### config.mk
export PLATFORM = sky130hd
export DESIGN_NAME = rtc_bus_scheduler
export DESIGN_NICKNAME = d
export VERILOG_FILES = /design/src/rtl/rtc_pkg.sv /design/src/rtl/rtc_bus_phy.sv /design/src/rtl/rtc_bus_scheduler.sv
export SDC_FILE = /design/constraint.sdc
export NUM_CORES = 1
export LEC_CHECK = 0
export BUFFER_PORTS_ARGS = -buffer_cell sky130_fd_sc_hd__buf_4
export CORE_MARGIN = 2
export CORE_UTILIZATION = 50
export CTS_BUF_LIST = sky130_fd_sc_hd__clkbuf_16
export CTS_CLUSTER_DIAMETER = 50
export DETAILED_ROUTE_END_ITERATION = 7
export GPL_ROUTABILITY_DRIVEN = 0
export PLACE_DENSITY = 0.8
export SYNTH_ARGS = -nofsm -noshare
export SYNTH_HDL_FRONTEND = slang
export SYNTH_SLANG_ARGS = --single-unit
### constraint.sdc
create_clock -name clk -period 6.13 [get_ports clk]
set_input_delay 0.613 -clock clk [delete_from_list [all_inputs] [get_ports clk]]
set_output_delay 0.613 -clock clk [all_outputs]
set_load 0.03 [all_outputs]
### src/rtl/rtc_pkg.sv
// Shared definitions for the RTC bus scheduler.
//  - NREG:     number of RTC registers scanned into the display digits
//  - phase_e:  bus transaction phase encoding used by rtc_bus_phy
//  - reg_addr: scan index (0..NREG-1) -> RTC register address
package rtc_pkg;

  localparam int NREG = 9;

  typedef enum logic [2:0] {
    PH_IDLE  = 3'd0,
    PH_ADDR  = 3'd1,
    PH_TURN  = 3'd2,
    PH_DATA  = 3'd3,
    PH_RECOV = 3'd4
  } phase_e;

  // Scan order: sec, min, hr, day, mon, yr, timer sec, timer min, timer hr.
  function automatic logic [7:0] reg_addr(input logic [3:0] idx);
    case (idx)
      4'd0:    reg_addr = 8'h21;
      4'd1:    reg_addr = 8'h22;
      4'd2:    reg_addr = 8'h23;
      4'd3:    reg_addr = 8'h24;
      4'd4:    reg_addr = 8'h25;
      4'd5:    reg_addr = 8'h26;
      4'd6:    reg_addr = 8'h41;
      4'd7:    reg_addr = 8'h42;
      4'd8:    reg_addr = 8'h43;
      default: reg_addr = 8'h21;
    endcase
  endfunction

endpackage

### src/rtl/rtc_bus_phy.sv
// Single-transaction engine for the RTC multiplexed AD bus.
// A transaction runs ADDR -> TURN -> DATA -> RECOV, PHASE_CYC cycles each.
// Ports:
//  clk, reset        clock, asynchronous active-low reset
//  start             begin a transaction (honoured in IDLE or on the final RECOV cycle)
//  rnw, addr, data   transaction kind (1 = read), register address, write data
//  done              high on the final RECOV cycle
//  busy              high from ADDR through RECOV
//  rdata             read value, captured on the last DATA cycle
//  rtc_*             AD bus pins
module rtc_bus_phy
  import rtc_pkg::*;
#(
  parameter int PHASE_CYC = 4
) (
  input  logic       clk,
  input  logic       reset,
  input  logic       start,
  input  logic       rnw,
  input  logic [7:0] addr,
  input  logic [7:0] data,
  output logic       done,
  output logic       busy,
  output logic [7:0] rdata,
  input  logic [7:0] rtc_ad_in,
  output logic [7:0] rtc_ad_out,
  output logic       rtc_ad_oe,
  output logic       rtc_cs_n,
  output logic       rtc_rd_n,
  output logic       rtc_wr_n,
  output logic       rtc_a_d
);

  localparam int CW = (PHASE_CYC > 2) ? $clog2(PHASE_CYC) : 1;
  localparam logic [CW-1:0] CNT_LAST = CW'(PHASE_CYC - 1);

  phase_e        state_reg, state_next;
  logic [CW-1:0] cnt_reg, cnt_next;
  logic          rnw_reg;
  logic [7:0]    addr_reg, data_reg, rdata_reg;
  logic          last;
  logic          accept;

  assign last   = (cnt_reg == CNT_LAST);
  assign done   = (state_reg == PH_RECOV) && last;
  assign busy   = (state_reg != PH_IDLE);
  assign accept = start && ((state_reg == PH_IDLE) || done);
  assign rdata  = rdata_reg;

  always_ff @(posedge clk or negedge reset) begin
    if (!reset) begin
      state_reg <= PH_IDLE;
      cnt_reg   <= '0;
      rnw_reg   <= 1'b1;
      addr_reg  <= 8'h00;
      data_reg  <= 8'h00;
      rdata_reg <= 8'h00;
    end else begin
      state_reg <= state_next;
      cnt_reg   <= cnt_next;
      if (accept) begin
        rnw_reg  <= rnw;
        addr_reg <= addr;
        data_reg <= data;
      end
      if ((state_reg == PH_DATA) && last && rnw_reg) begin
        rdata_reg <= rtc_ad_in;
      end
    end
  end

  always_comb begin
    state_next = state_reg;
    cnt_next   = '0;
    rtc_cs_n   = 1'b1;
    rtc_rd_n   = 1'b1;
    rtc_wr_n   = 1'b1;
    rtc_a_d    = 1'b1;
    rtc_ad_oe  = 1'b0;
    rtc_ad_out = 8'h00;
    if (state_reg != PH_IDLE) begin
      cnt_next = last ? '0 : cnt_reg + CW'(1);
    end
    case (state_reg)
      PH_IDLE: begin
        if (start) state_next = PH_ADDR;
      end
      PH_ADDR: begin
        rtc_cs_n   = 1'b0;
        rtc_a_d    = 1'b0;
        rtc_wr_n   = 1'b0;
        rtc_ad_oe  = 1'b1;
        rtc_ad_out = addr_reg;
        if (last) state_next = PH_TURN;
      end
      PH_TURN: begin
        if (last) state_next = PH_DATA;
      end
      PH_DATA: begin
        rtc_cs_n = 1'b0;
        if (rnw_reg) begin
          rtc_rd_n = 1'b0;
        end else begin
          rtc_wr_n   = 1'b0;
          rtc_ad_oe  = 1'b1;
          rtc_ad_out = data_reg;
        end
        if (last) state_next = PH_RECOV;
      end
      PH_RECOV: begin
        // Chain straight into the next transaction so scans stay back-to-back.
        if (last) state_next = start ? PH_ADDR : PH_IDLE;
      end
      default: state_next = PH_IDLE;
    endcase
  end

endmodule

### src/rtl/rtc_bus_scheduler.sv
// Scans the nine RTC time/date/timer registers into 18 BCD display digits and
// arbitrates that scan against one-shot user writes.
// Ports:
//  clk, reset                 clock, asynchronous active-low reset
//  wr_req/wr_addr/wr_data     user write request (held until wr_ack), address, data
//  wr_ack                     pulse on the final RECOV cycle of the write
//  rtc_ad_in .. rtc_a_d       RTC AD bus pins
//  digits                     byte i = register i (low nibble = digit 2i)
//  scan_done                  pulse when digits update
//  cron_done                  timer registers all zero in the last completed scan
//  busy                       bus transaction in progress
module rtc_bus_scheduler
  import rtc_pkg::*;
#(
  parameter int PHASE_CYC   = 4,
  parameter int SCAN_PERIOD = 5_000_000
) (
  input  logic        clk,
  input  logic        reset,
  input  logic        wr_req,
  input  logic [7:0]  wr_addr,
  input  logic [7:0]  wr_data,
  output logic        wr_ack,
  input  logic [7:0]  rtc_ad_in,
  output logic [7:0]  rtc_ad_out,
  output logic        rtc_ad_oe,
  output logic        rtc_cs_n,
  output logic        rtc_rd_n,
  output logic        rtc_wr_n,
  output logic        rtc_a_d,
  output logic [71:0] digits,
  output logic        scan_done,
  output logic        cron_done,
  output logic        busy
);

  localparam int PW = $clog2(SCAN_PERIOD);

  logic [PW-1:0] per_cnt_reg;
  logic          scan_pend_reg, scan_act_reg, cur_wr_reg;
  logic [3:0]    nxt_idx_reg, cur_idx_reg;
  logic [7:0]    shadow_reg [NREG-1];
  logic [71:0]   digits_reg, snap;
  logic          scan_done_reg, cron_done_reg;

  logic       phy_start, phy_done, phy_busy;
  logic [7:0] phy_addr, phy_rdata;
  logic       dec, wr_take, scan_take, new_take, commit, per_wrap;

  // Decisions are made when the bus is idle or on the final RECOV cycle.
  assign dec       = !phy_busy || phy_done;
  // The write in flight is still requesting on its own done cycle; ignore that.
  assign wr_take   = dec && wr_req && !(phy_done && cur_wr_reg);
  assign scan_take = dec && !wr_take && scan_act_reg && (nxt_idx_reg != 4'(NREG));
  assign new_take  = dec && !wr_take && !scan_take && scan_pend_reg;
  // A write accepted on the last read's boundary aborts that scan too.
  assign commit    = phy_done && !cur_wr_reg && (cur_idx_reg == 4'(NREG - 1)) && !wr_take;
  assign per_wrap  = (per_cnt_reg == PW'(SCAN_PERIOD - 1));

  assign phy_start = wr_take || scan_take || new_take;
  assign phy_addr  = wr_take ? wr_addr : reg_addr(scan_take ? nxt_idx_reg : 4'd0);

  // The final register arrives straight from the phy on the commit cycle.
  genvar gi;
  generate
    for (gi = 0; gi < NREG - 1; gi++) begin : g_shadow
      always_ff @(posedge clk or negedge reset) begin
        if (!reset) begin
          shadow_reg[gi] <= 8'h00;
        end else if (phy_done && !cur_wr_reg && (cur_idx_reg == 4'(gi))) begin
          shadow_reg[gi] <= phy_rdata;
        end
      end
      assign snap[8*gi +: 8] = shadow_reg[gi];
    end
  endgenerate
  assign snap[71:64] = phy_rdata;

  always_ff @(posedge clk or negedge reset) begin
    if (!reset) begin
      per_cnt_reg   <= '0;
      scan_pend_reg <= 1'b0;
      scan_act_reg  <= 1'b0;
      cur_wr_reg    <= 1'b0;
      nxt_idx_reg   <= 4'd0;
      cur_idx_reg   <= 4'd0;
      digits_reg    <= '0;
      scan_done_reg <= 1'b0;
      cron_done_reg <= 1'b0;
    end else begin
      per_cnt_reg   <= per_wrap ? '0 : per_cnt_reg + PW'(1);
      scan_done_reg <= commit;
      if (commit) begin
        digits_reg    <= snap;
        cron_done_reg <= (shadow_reg[6] == 8'h00) && (shadow_reg[7] == 8'h00) &&
                         (phy_rdata == 8'h00);
        scan_act_reg  <= 1'b0;
      end
      if (wr_take) begin
        cur_wr_reg <= 1'b1;
        if (scan_act_reg) nxt_idx_reg <= 4'd0;
      end else if (scan_take) begin
        cur_wr_reg  <= 1'b0;
        cur_idx_reg <= nxt_idx_reg;
        nxt_idx_reg <= nxt_idx_reg + 4'd1;
      end else if (new_take) begin
        cur_wr_reg    <= 1'b0;
        cur_idx_reg   <= 4'd0;
        nxt_idx_reg   <= 4'd1;
        scan_act_reg  <= 1'b1;
        scan_pend_reg <= 1'b0;
      end
      // A wrap on the same cycle a scan starts is a fresh request.
      if (per_wrap) scan_pend_reg <= 1'b1;
    end
  end

  rtc_bus_phy #(.PHASE_CYC(PHASE_CYC)) u_phy (
    .clk        (clk),
    .reset      (reset),
    .start      (phy_start),
    .rnw        (!wr_take),
    .addr       (phy_addr),
    .data       (wr_data),
    .done       (phy_done),
    .busy       (phy_busy),
    .rdata      (phy_rdata),
    .rtc_ad_in  (rtc_ad_in),
    .rtc_ad_out (rtc_ad_out),
    .rtc_ad_oe  (rtc_ad_oe),
    .rtc_cs_n   (rtc_cs_n),
    .rtc_rd_n   (rtc_rd_n),
    .rtc_wr_n   (rtc_wr_n),
    .rtc_a_d    (rtc_a_d)
  );

  assign wr_ack    = phy_done && cur_wr_reg;
  assign busy      = phy_busy;
  assign digits    = digits_reg;
  assign scan_done = scan_done_reg;
  assign cron_done = cron_done_reg;

endmodule
After elaboration in Yosys (flattened, before gate mapping). Memories as Yosys holds them, arrays and structs flattened. Index checks and enable logic that the tools add are counted.

Add/subtract/negate cells: 3. Equal/unequal tests: 23. Muxes and demuxes: 37. Bitwise gates (word level): 1. Reduce and logical (&&, ||, !) cells: 48.

Operator list (number): $mux W4 (7); $logic_and A1 B1 Y1 (25); $logic_not A8 Y1 (3); $add A23 B1 Y23 const B (1); $eq A23 B23 Y1 const B (1); $mux W23 (1); $eq A4 B3 Y1 const B (4); $mux W1 (16); $mux W8 (2); $pmux W8 S2 (1); $mux W3 (5); $pmux W3 S5 (1); $ne A2 B1 Y1 const B (7); $eq A4 B2 Y1 const B (2); $eq A3 B2 Y1 const B (2); $reduce_bool A3 Y1 (2); $logic_not A1 Y1 (5); $reduce_and A5 Y1 (1); $add A4 B1 Y4 const B (1); $eq A4 B1 Y1 const B (1); $eq A4 B4 Y1 const B (1); $logic_not A4 Y1 (1); $logic_or A1 B1 Y1 (4); $mux W2 (2); other kinds (13) (16).

Register bits after elaboration: 202. Bits in read-only memories: 80. Input bits: 27. Output and inout bits: 89. Word-level logic and storage cells: 136. Memories kept: 1.

Memories: (name not given) (words 16, bits a word 5, read ports 1, clocked after memory_dff 0, wr ports 0, line rtc_pkg.sv:19) `case (idx)`.

Logic depth before layout (Yosys ltp). Gate-level depths: netlist of run 1.

Depth in word-level cells: 16. Depth in mapped cells: 13. Depth with buffers taken out: 12.

Modules after synthesis. Synthesis of run 1 repeated with hierarchy kept, for this count alone.

Cells, all modules: 606. Area total of the unflattened synthesis: 8396.8 um^2.

Modules (own cells, without submodules): rtc_bus_scheduler (times used 1, cells an instance 510, area each 7038.0 um^2, seq. area each 4304.1 um^2); rtc_bus_phy (times used 1, cells an instance 96, area each 1358.8 um^2, seq. area each 752.0 um^2).

Least setup slack after synthesis of run 1. OpenSTA, ideal clock, no wires.

Path kind: register -> register. Start point: register u_phy.cnt_reg[0]. End point: register u_phy.addr_reg[6]. Setup time: 129 ps. Data arrival time: 2537 ps. Required time: 6001 ps. Slack: 3464 ps. Cell stages (with the launch flop): 13. Buffers on the path: 2. Clock period less this slack: 2666 ps. Path through: dfrtp_1 > ha_1 > clkbuf_1 > inv_1 > a221oi_1 > and2_0 > clkbuf_1 > nand2_1 > ha_1 > nand4bb_1 > o21ai_0 > a31oi_1 > a21oi_1.

Cells in the longest elaborated chain, start to end: 14. Elaborated cells between the ends (all ways): 21. Those cells by class: eq/ne: 1; mux: 2; reduce/logical: 17; memory: 1.

Ends and longest elaborated chain: start: declaration (line rtc_bus_phy.sv:38) `logic [CW-1:0] cnt_reg, cnt_next;`; start signal: assignment (line rtc_bus_phy.sv:60) `cnt_reg <= cnt_next;`; $eq A2 B2 Y1 * (line rtc_bus_phy.sv:44) `assign last = (cnt_reg == CNT_LAST);`; $logic_and A1 B1 Y1 * (line rtc_bus_phy.sv:45) `assign done = (state_reg == PH_RECOV) && last;`; parallel branches: the longest is 12 deep, another holds $mem_v2 Z16 W5; end signal: assignment (line rtc_bus_phy.sv:63) `addr_reg <= addr;`; end: declaration (line rtc_bus_phy.sv:40) `logic [7:0] addr_reg, data_reg, rdata_reg;`.

Mark *: on every way between the ends. A chain may end at the register's enable or synchronous reset.

Final worst setup path of run 1. Same ends and word-level chain as after synthesis.

==> flow_summary.ini, run 1 <==
[power_and_ir_drop]
p_clk_share_pct = 34.9
pwr_density_cell_nw_per_um2 = 359
p_int_uw = 2530
vdd_drop_max_uv = 287
sw_frac_of_total_pct = 31.2
pwr-share-comb_pct = 18.8
power_frac_seq_pct = 46.3
p_leak_uw = 0.00526
p_switching_uw = 1150

[logic_synthesis]
syn_inst = 630
synthDominantCellAreaShare_pct = 59.0
synth-edff-count = 0
ys_ff_latch = 202
yosysSeqAreaShare_pct = 59.3
yosys.area.top_type = dfrtp_1
synth_area_per_cell_sq_um = 13.5
synth_area_sq_um = 8520
synthTopCellsByArea = dfrtp_1 (59%), mux2_2 (14%), mux2_4 (8.3%)
syn_nets = 663
synth_ff_type = dfrtp_1
synth.distinct_cells = 53
ys_async_sr_fraction_pct = 100
yosysWarningCount = 0

[grt]
grt_max_degree = 123
grt_pass1_wl_mm = 29.2
grt-ovfl-total = 0
antenna_found_initial = 0
first_global_vias = 5605
grt_use_total_pct = 20.2

[setup_path]
arrival_ns = 3.46
endpoint_kind = flop
required_ns = 6.49
critPathLaunchType = flop
cp_max_fo = 9
crit_type = reg -> reg
ff2ff_setup_slack_ns = 3.03

[final_layout]
final_common_cell = dfrtp_1
syn_to_final_growth_pct = 20.2
fill_cells = 1218
fin_cells = 975
n_antenna_cell = 0
drive_gt1_share_pct = 41.5
layout_common_cells = dfrtp_1 (201), buf_4 (117), mux2_2 (105), nand2_1 (49), mux2_4 (47)
multi_input_area_sq_um = 3250
fin_area_sq_um = 10200
seqCellArea_sq_um = 5060
nets = 773
largest_reg_flops = 72

[drt]
routed_wl_mm = 18.0
wl_per_cell_um = 18.5
route.detailed.drc = 0
drt_iter0_markers = 272
viasPerCell = 5.54
vias = 5401
first_pass_iters = 6
postRouteAntennaNets = 0

[floorplanning]
core_area_sq_um = 16600
start_util_pct = 51.2
io_pins = 116
row_count = 47
die_height_um = 135
die_area_sq_um = 18100
die_x_um = 135

[run_status]
status = complete, no violations

[cts]
hold_buffers = 0
cts_buffers = 22
clk_pin_slew_ns = 0.06
cts_tree = done
cts_resized = 0
clk_latency_ns = 0.49
cts_max_path_buffers = 3
cts_htree_levels = 1
clock-sinks = 202
cts_setup_buffers = 0
ctsRootBufferMaster = clkbuf_16

[worst_hold_path]
hold_path.class = in -> async

[timing]
setup_viol = 0
relSlewSlack_pct = 19.1
timing.setup.tns_ns = 0
worstMarginPinSlew_ns = 1.20
skew_ns = 0.0113
rsz0062_at_grt = no
min_period_ns = 3.10
hold_violations = 0
fmaxAchievable_mhz = 322
finalMaxSlewViolations = 0
fin_crit_sh_pct = 50.6

[job]
maxCapViolCount = 0

[placement]
place_area_sq_um = 9530
port_buffers = 115
post-dp-hpwl_mm = 11.9
dp.cells = 936
## metal layers
metal	global-route usage (%)	up-vias	part of all wire, %
met4	4.04	0	1.5
met3	3.12	27	5.0
met2	35.7	172	50
met5	0	-	0
met1	26.7	2762	43
li1	-	2440	-
## worst max-delay path, stage by stage, from the launching register on
cell and delay (ns):
dfrtp_1 0.35, ha_1 0.33, inv_1 0.11, a221oi_1 0.77
and2_0 0.43, nand2_1 0.19, ha_1 0.23, nand4bb_1 0.12
o21ai_0 0.09, a31oi_1 0.25, a21oi_1 0.11
## Yosys cell counts, drive strengths merged, types with 2 or more instances
cell type,count
dfrtp,201
mux2,152
nand2,49
nor2,30
clkbuf,23
nand3,21
inv,14
xnor2,12
buf,9
nand2b,9
nand4,9
nor4,9
a22oi,8
a21oi,7
o21ai,7
ha,6
nor3,6
xor2,6
a31oi,4
nor2b,4
a22o,3
and2,3
or2,3
or3,3
and4,2
nand3b,2
nor3b,2
o211ai,2
o21a,2
o221a,2
o22ai,2
or4,2
## worst paths after layout
kind | startpoint | end | cells past startpoint
worst min-delay path | reset | digits[15] | 1
worst max-delay path | u_phy.cnt_reg[0] | u_phy.addr_reg[6] | 10
max in group asynchronous | reset | digits[51] | 2
min in group clk | wr_addr[3] | u_phy.addr_reg[3] | 3
worst min register to register | u_phy.cnt_reg[0] | u_phy.cnt_reg[0] | 1
worst max register to register | u_phy.cnt_reg[0] | u_phy.addr_reg[6] | 10
## logic make-up (layout without fill, tap and decap cells)
kind of cell,Yosys count,in the layout,synth area share (%)
mux,152,152,22.1
compound gates,45,45,3.67
fa+ha+maj,6,6,0.881
xor+xnor,18,18,1.85
flops,202,202,59.3
buf+inv,46,171,2.60
simple gates,161,161,9.54
## power groups by stage
stage / Clock (uW) / Sequential [uW] / Combinational, uW
floorplan: 0 / 1560 / 567
global placement: 0 / 1710 / 666
detailed placement: 0 / 1720 / 692
CTS: 1300 / 1700 / 697
global route: 1360 / 1720 / 757
finish: 1280 / 1700 / 692
## final cells by class
type	instances	area share, %
well taps	220	2.69
flip-flops and latches	202	49.4
clock buffers	23	5.62
inverters	14	0.513
repair buffers	118	8.71
clock inverters	16	1.34
multi-input cells	382	31.8
## stage by stage
step           setup WS, ns  utilization [%]  hold WS [ns]  power [uW]
3_5_place_dp           3.10             57.3         0.444        2410
4_1_cts                3.10             61.5         0.310        3700
3_3_place_gp           3.22             57.3         0.423        2370
2_1_floorplan          3.46                -         0.317        2130
5_1_grt                2.72             61.5         0.325        3840
6_report               3.03             61.5         0.275        3680
Note: power is estimated with default switching activity, not from simulation.
==> inputs of run 2 (changes only) <==
--- a/config.mk
+++ b/config.mk
@@ -12,7 +12,7 @@
 export CTS_CLUSTER_DIAMETER = 50
 export DETAILED_ROUTE_END_ITERATION = 7
 export GPL_ROUTABILITY_DRIVEN = 0
-export PLACE_DENSITY = 0.8
+export PLACE_DENSITY = 0.83
 export SYNTH_ARGS = -nofsm -noshare
 export SYNTH_HDL_FRONTEND = slang
 export SYNTH_SLANG_ARGS = --single-unit
==> constraint.sdc (replaced) <==
create_clock -name clk -period 2.6 [get_ports clk]
set_input_delay 0.26 -clock clk [delete_from_list [all_inputs] [get_ports clk]]
set_output_delay 0.26 -clock clk [all_outputs]
set_load 0.03 [all_outputs]
==> run 2 against run 1 <==
Against the previous run: worst setup slack worse by 2.9 ns; non-clock buffer count is 45 higher; clock power grew 150%; global-route usage decreased by 0.24 points; critical path type unchanged; final cell count rose by 4.8%; clock skew up 0.0066 ns.
==> flow_summary.ini, run 2 (synthesis results as in run 1) <==
[run_status]
status = complete, no violations

[floorplanning]
die_x_um = 135
row_count = 47
io_pins = 116
core_area_sq_um = 16600
die_height_um = 135
die_area_sq_um = 18100
start_util_pct = 51.2

[final_layout]
final_common_cell = dfrtp_1
n_antenna_cell = 0
syn_to_final_growth_pct = 25.7
layout_common_cells = dfrtp_1 (201), buf_4 (137), mux2_2 (105), nand2_1 (49), mux2_4 (47)
largest_reg_flops = 72
final_util_pct = 64.4
fill_cells = 1210
drive_gt1_share_pct = 41.6
nets = 819

[cts]
clock-sinks = 202
clk_pin_slew_ns = 0.06
cts_tree = done
cts_htree_levels = 1
clk_latency_ns = 0.51
cts_max_path_buffers = 3
cts_setup_buffers = 0
ctsRootBufferMaster = clkbuf_16
cts_buffers = 23

[drt]
postRouteAntennaNets = 0
first_pass_iters = 4
wl_per_cell_um = 17.3
drt_iter0_markers = 298
viasPerCell = 5.37
vias = 5487
routed_wl_mm = 17.7
route.detailed.drc = 0

[timing]
timing.setup.tns_ns = 0
worstMarginPinSlew_ns = 0.620
hold_violations = 0
finalMaxSlewViolations = 0
fmaxAchievable_mhz = 409
relSlewSlack_pct = 58.6
fin_crit_sh_pct = 93.9
min_period_ns = 2.44
setup_viol = 0
worst_slack_ns = 0.158
rsz0062_at_grt = no
skew_ns = 0.0179

[grt]
grt_use_total_pct = 19.9
antenna_found_initial = 0
grt_max_degree = 75
first_global_vias = 5689
grt-ovfl-total = 0
grt_pass1_wl_mm = 29.0

[setup_path]
endpoint_kind = flop
cp_max_fo = 33
arrival_ns = 2.84
crit_type = reg -> reg
required_ns = 2.99
r2r_cells = 5
critPathLaunchType = flop

[power_and_ir_drop]
pwr_density_cell_nw_per_um2 = 832
p_leak_uw = 0.00550
p_clk_share_pct = 35.2
vdd_drop_max_uv = 740
sw_frac_of_total_pct = 30.7
p_switching_uw = 2740
p_int_uw = 6180
pwr-share-comb_pct = 20.1
power_frac_seq_pct = 44.7

[worst_hold_path]
hold_path.class = in -> reg
hold_depth = 3

[job]
maxCapViolCount = 0

[placement]
post-dp-hpwl_mm = 11.6
port_buffers = 115
dp_worst_setup_slack_ns = 0.168
[run 2: cell count changes in the layout (fill, tap and decap cells not counted), sizes merged]
cell	before	now
clkinvlp	2	1
dlygate4sd3	0	22
bufinv	2	3
inv	18	19
clkinv	8	9
buf	117	140
[run 2: critical path, stage by stage (launching register included)]
cell	delay [ns]
dfrtp_1	0.38
or2_1	0.24
or4_1	0.49
or4b_4	0.63
buf_12	0.25
mux2_4	0.32
[run 2: what timing repair did]
action | 4_1_cts | 5_1_grt
endpoints found under the setup margin | 0 | 10
resized for setup | 0 | 2
hold buffers | 22 | 0
endpoints found under the hold margin | 90 | 0
[run 2: through the flow]
step	power, uW	cell area (sq um)	hold slack (ns)	std cells
global placement	5720	9750	0.298	959
global route	9340	10700	0.0472	1022
floorplan	5030	8540	-0.0356	630
finish	8910	10700	0.0122	1022
detailed placement	5770	9750	0.296	959
CTS	8960	10700	0.00325	1022
[run 2: worst paths after layout]
kind                                    start                end  slack [ns]
setup / recovery           u_phy.state_reg[1]         digits[16]        0.16
hold / removal                     wr_addr[6]  u_phy.addr_reg[6]        0.01
setup reg to reg           u_phy.state_reg[1]         digits[16]        0.16
hold reg to reg              u_phy.cnt_reg[0]   u_phy.cnt_reg[0]        0.45
max in group asynchronous               reset     shadow_reg[16]        1.49
min in group asynchronous               reset         digits[10]        0.30
[run 2: layer usage]
layer  up-vias  routed length, um  GRT usage, %
met4         0                267          4.27
met2       163               8570          33.4
li1       2537                  -             -
met5         -                  0             0
met1      2763               8040          27.9
met3        24                803          3.04
[run 2: final cells by class]
cell class                 count  area, sq um  share of cell area [%]
sequential                   202         5060                    47.2
multi-input combinational    382         3260                    30.4
timing repair buffer         163         1320                    12.3
clock buffer                  23          576                    5.37
tap                          220          275                    2.57
clock inverter                18          170                    1.59
inverter                      14         52.6                   0.490
[run 2: power by group through the flow]
stage | sequential, uW | clock (uW) | combinational (uW)
final | 3980 | 3140 | 1790
after global routing | 4030 | 3340 | 1970
after detailed placement | 4020 | 0 | 1750
after CTS | 3970 | 3200 | 1790
after floorplan | 3690 | 0 | 1340
after global placement | 4010 | 0 | 1720
==> inputs of run 3 (changes only) <==
--- a/config.mk
+++ b/config.mk
@@ -6,13 +6,17 @@
 export NUM_CORES = 1
 export LEC_CHECK = 0
 export BUFFER_PORTS_ARGS = -buffer_cell sky130_fd_sc_hd__buf_4
+export CAP_MARGIN = 20
+export CELL_PAD_IN_SITES_DETAIL_PLACEMENT = 0
+export CELL_PAD_IN_SITES_GLOBAL_PLACEMENT = 1
 export CORE_MARGIN = 2
-export CORE_UTILIZATION = 50
+export CORE_UTILIZATION = 42
 export CTS_BUF_LIST = sky130_fd_sc_hd__clkbuf_16
 export CTS_CLUSTER_DIAMETER = 50
 export DETAILED_ROUTE_END_ITERATION = 7
 export GPL_ROUTABILITY_DRIVEN = 0
-export PLACE_DENSITY = 0.83
+export HOLD_SLACK_MARGIN = 0.15
+export PLACE_DENSITY = 0.84
 export SYNTH_ARGS = -nofsm -noshare
 export SYNTH_HDL_FRONTEND = slang
 export SYNTH_SLANG_ARGS = --single-unit
==> run 3 against run 2 <==
Against the previous run: final cell count is 5.4% higher; sequential share of layout area down 0.39 points; critical endpoint is now digits[47]; highest routed layer unchanged; final area is 0.84% higher; fmax grew 4.1%.
==> flow_summary.ini, run 3 (synthesis results as in run 1) <==
[timing]
fmaxAchievable_mhz = 426
relSlewSlack_pct = 56.4
fin_crit_sh_pct = 90.2
hold_violations = 0
skew_ns = 0.00795
min_period_ns = 2.35
finalMaxSlewViolations = 0
worstMarginPinSlew_ns = 0.652
rsz0062_at_grt = no
timing.setup.tns_ns = 0
setup_viol = 0

[setup_path]
crit-reg2reg-launch = u_phy.state_reg[1]
critical_path.slowest_cell = or4b_4
endpoint_kind = flop
crit_chain = or2_1 > or4_1 > or4b_4 > buf_12 > mux2_2
cp_max_fo = 59
ff2ff_setup_slack_ns = 0.25
cp-endpoint = digits[47]
r2r_end = digits[47]
worstSetupStartpoint = u_phy.state_reg[1]
critPathLaunchType = flop
crit_type = reg -> reg
slowest_delay_ns = 0.52
r2r_cells = 5
arrival_ns = 2.73
required_ns = 2.98

[drt]
first_pass_iters = 4
wl_per_cell_um = 16.7
viasPerCell = 5.09
drt_iter0_markers = 252
vias = 5486
routed_wl_mm = 18.0
route.detailed.drc = 0
postRouteAntennaNets = 0

[final_layout]
final_util_pct = 53.7
nets = 824
fin_cells = 1077
layout_common_cells = dfrtp_1 (201), buf_4 (138), mux2_2 (105), nand2_1 (49), mux2_4 (47)
final_common_cell = dfrtp_1
largest_reg_flops = 72
drive_gt1_share_pct = 41.6
fill_cells = 1681
syn_to_final_growth_pct = 26.7
fin_area_sq_um = 10800
n_antenna_cell = 0

[grt]
grt_max_degree = 66
grt-ovfl-total = 0
antenna_found_initial = 0
grt_use_total_pct = 17.1
first_global_vias = 5508
grt_pass1_wl_mm = 29.8

[placement]
dp.cells = 1009
post-dp-hpwl_mm = 11.9
port_buffers = 115
place_area_sq_um = 9800

[power_and_ir_drop]
p_clk_share_pct = 35.2
p_leak_uw = 0.00550
pwr_density_cell_nw_per_um2 = 824
sw_frac_of_total_pct = 31.3
p_switching_uw = 2790
power_frac_seq_pct = 44.9
vdd_drop_max_uv = 737
pwr-share-comb_pct = 19.9
p_int_uw = 6110

[cts]
clk_pin_slew_ns = 0.06
cts_buffers = 24
ctsRootBufferMaster = clkbuf_16
cts_tree = done
clock-sinks = 202
cts_setup_buffers = 0
clk_latency_ns = 0.50
cts_htree_levels = 1
cts_max_path_buffers = 3

[job]
maxCapViolCount = 0

[worst_hold_path]
hold_path.class = in -> async

[floorplanning]
core_area_sq_um = 20100
io_pins = 116
die_area_sq_um = 21500
row_count = 52
start_util_pct = 42.4
die_height_um = 146
die_x_um = 146

[run_status]
status = complete, no violations
## run 3: cell count changes in the layout (fill, tap and decap cells not counted)
cell           delta
and2_0            +1
and2_1            -1
buf_12            -1
buf_4             +1
bufinv_16         -2
clkbuf_16         +2
clkinv_2          -2
clkinv_4          +3
dlygate4sd3_1     +4
inv_1             -1
inv_16            -1
inv_6             +2
## run 3: layer usage
layer	vias up	GRT usage [%]	share of wire, %
met5	-	0	0
met4	0	3.83	1.6
met3	28	3.00	4.3
met2	122	27.7	47
met1	2777	24.4	48
li1	2559	-	-
## run 3: layout make-up
class / count / area, sq um / share of cell area [%]
clock inverters: 17 / 120 / 1.11
clock buffers: 25 / 626 / 5.79
inverters: 14 / 52.6 / 0.486
flip-flops and latches: 202 / 5060 / 46.8
repair buffers: 167 / 1350 / 12.5
well taps: 270 / 338 / 3.13
multi-input cells: 382 / 3260 / 30.2
## run 3: how the worst min path moves through the flow
stage | endpoint | cells past startpoint | from | slack, ns
finish | digits[11] | 2 | reset | 0.31
global route | digits[11] | 2 | reset | 0.33
CTS | digits[11] | 2 | reset | 0.32
detailed placement | digits[11] | 1 | reset | 0.28
global placement | digits[11] | 1 | reset | 0.29
floorplan | cron_done | 0 | reset | -0.04
## run 3: power groups by stage
stage / clock [uW] / combinational (uW) / sequential, uW
finish: 3130 / 1770 / 3990
CTS: 3200 / 1800 / 3990
detailed placement: 0 / 1760 / 4040
floorplan: 0 / 1340 / 3690
global route: 3340 / 1960 / 4050
global placement: 0 / 1730 / 4030
## run 3: critical path: cells and delay by family, from the launching register on
kind	cells	cell delay [ns]
buffers and inverters	1	0.24
and+or+nand+nor	3	1.25
muxes	1	0.32
DFF	1	0.37
## run 3: what timing repair did
item,in CTS,in global routing
gates resized for setup,0,1
setup endpoints to repair,0,4
hold buffers,26,0
endpoints found under the hold margin,86,0
## run 3: per-stage QoR
step,hold slack (ns),worst slack [ns],total power (uW)
floorplan,-0.0356,0.0180,5030
global placement,0.287,0.281,5760
detailed placement,0.283,0.255,5800
CTS,0.318,0.135,8980
global route,0.335,0.0989,9350
finish,0.309,0.255,8900
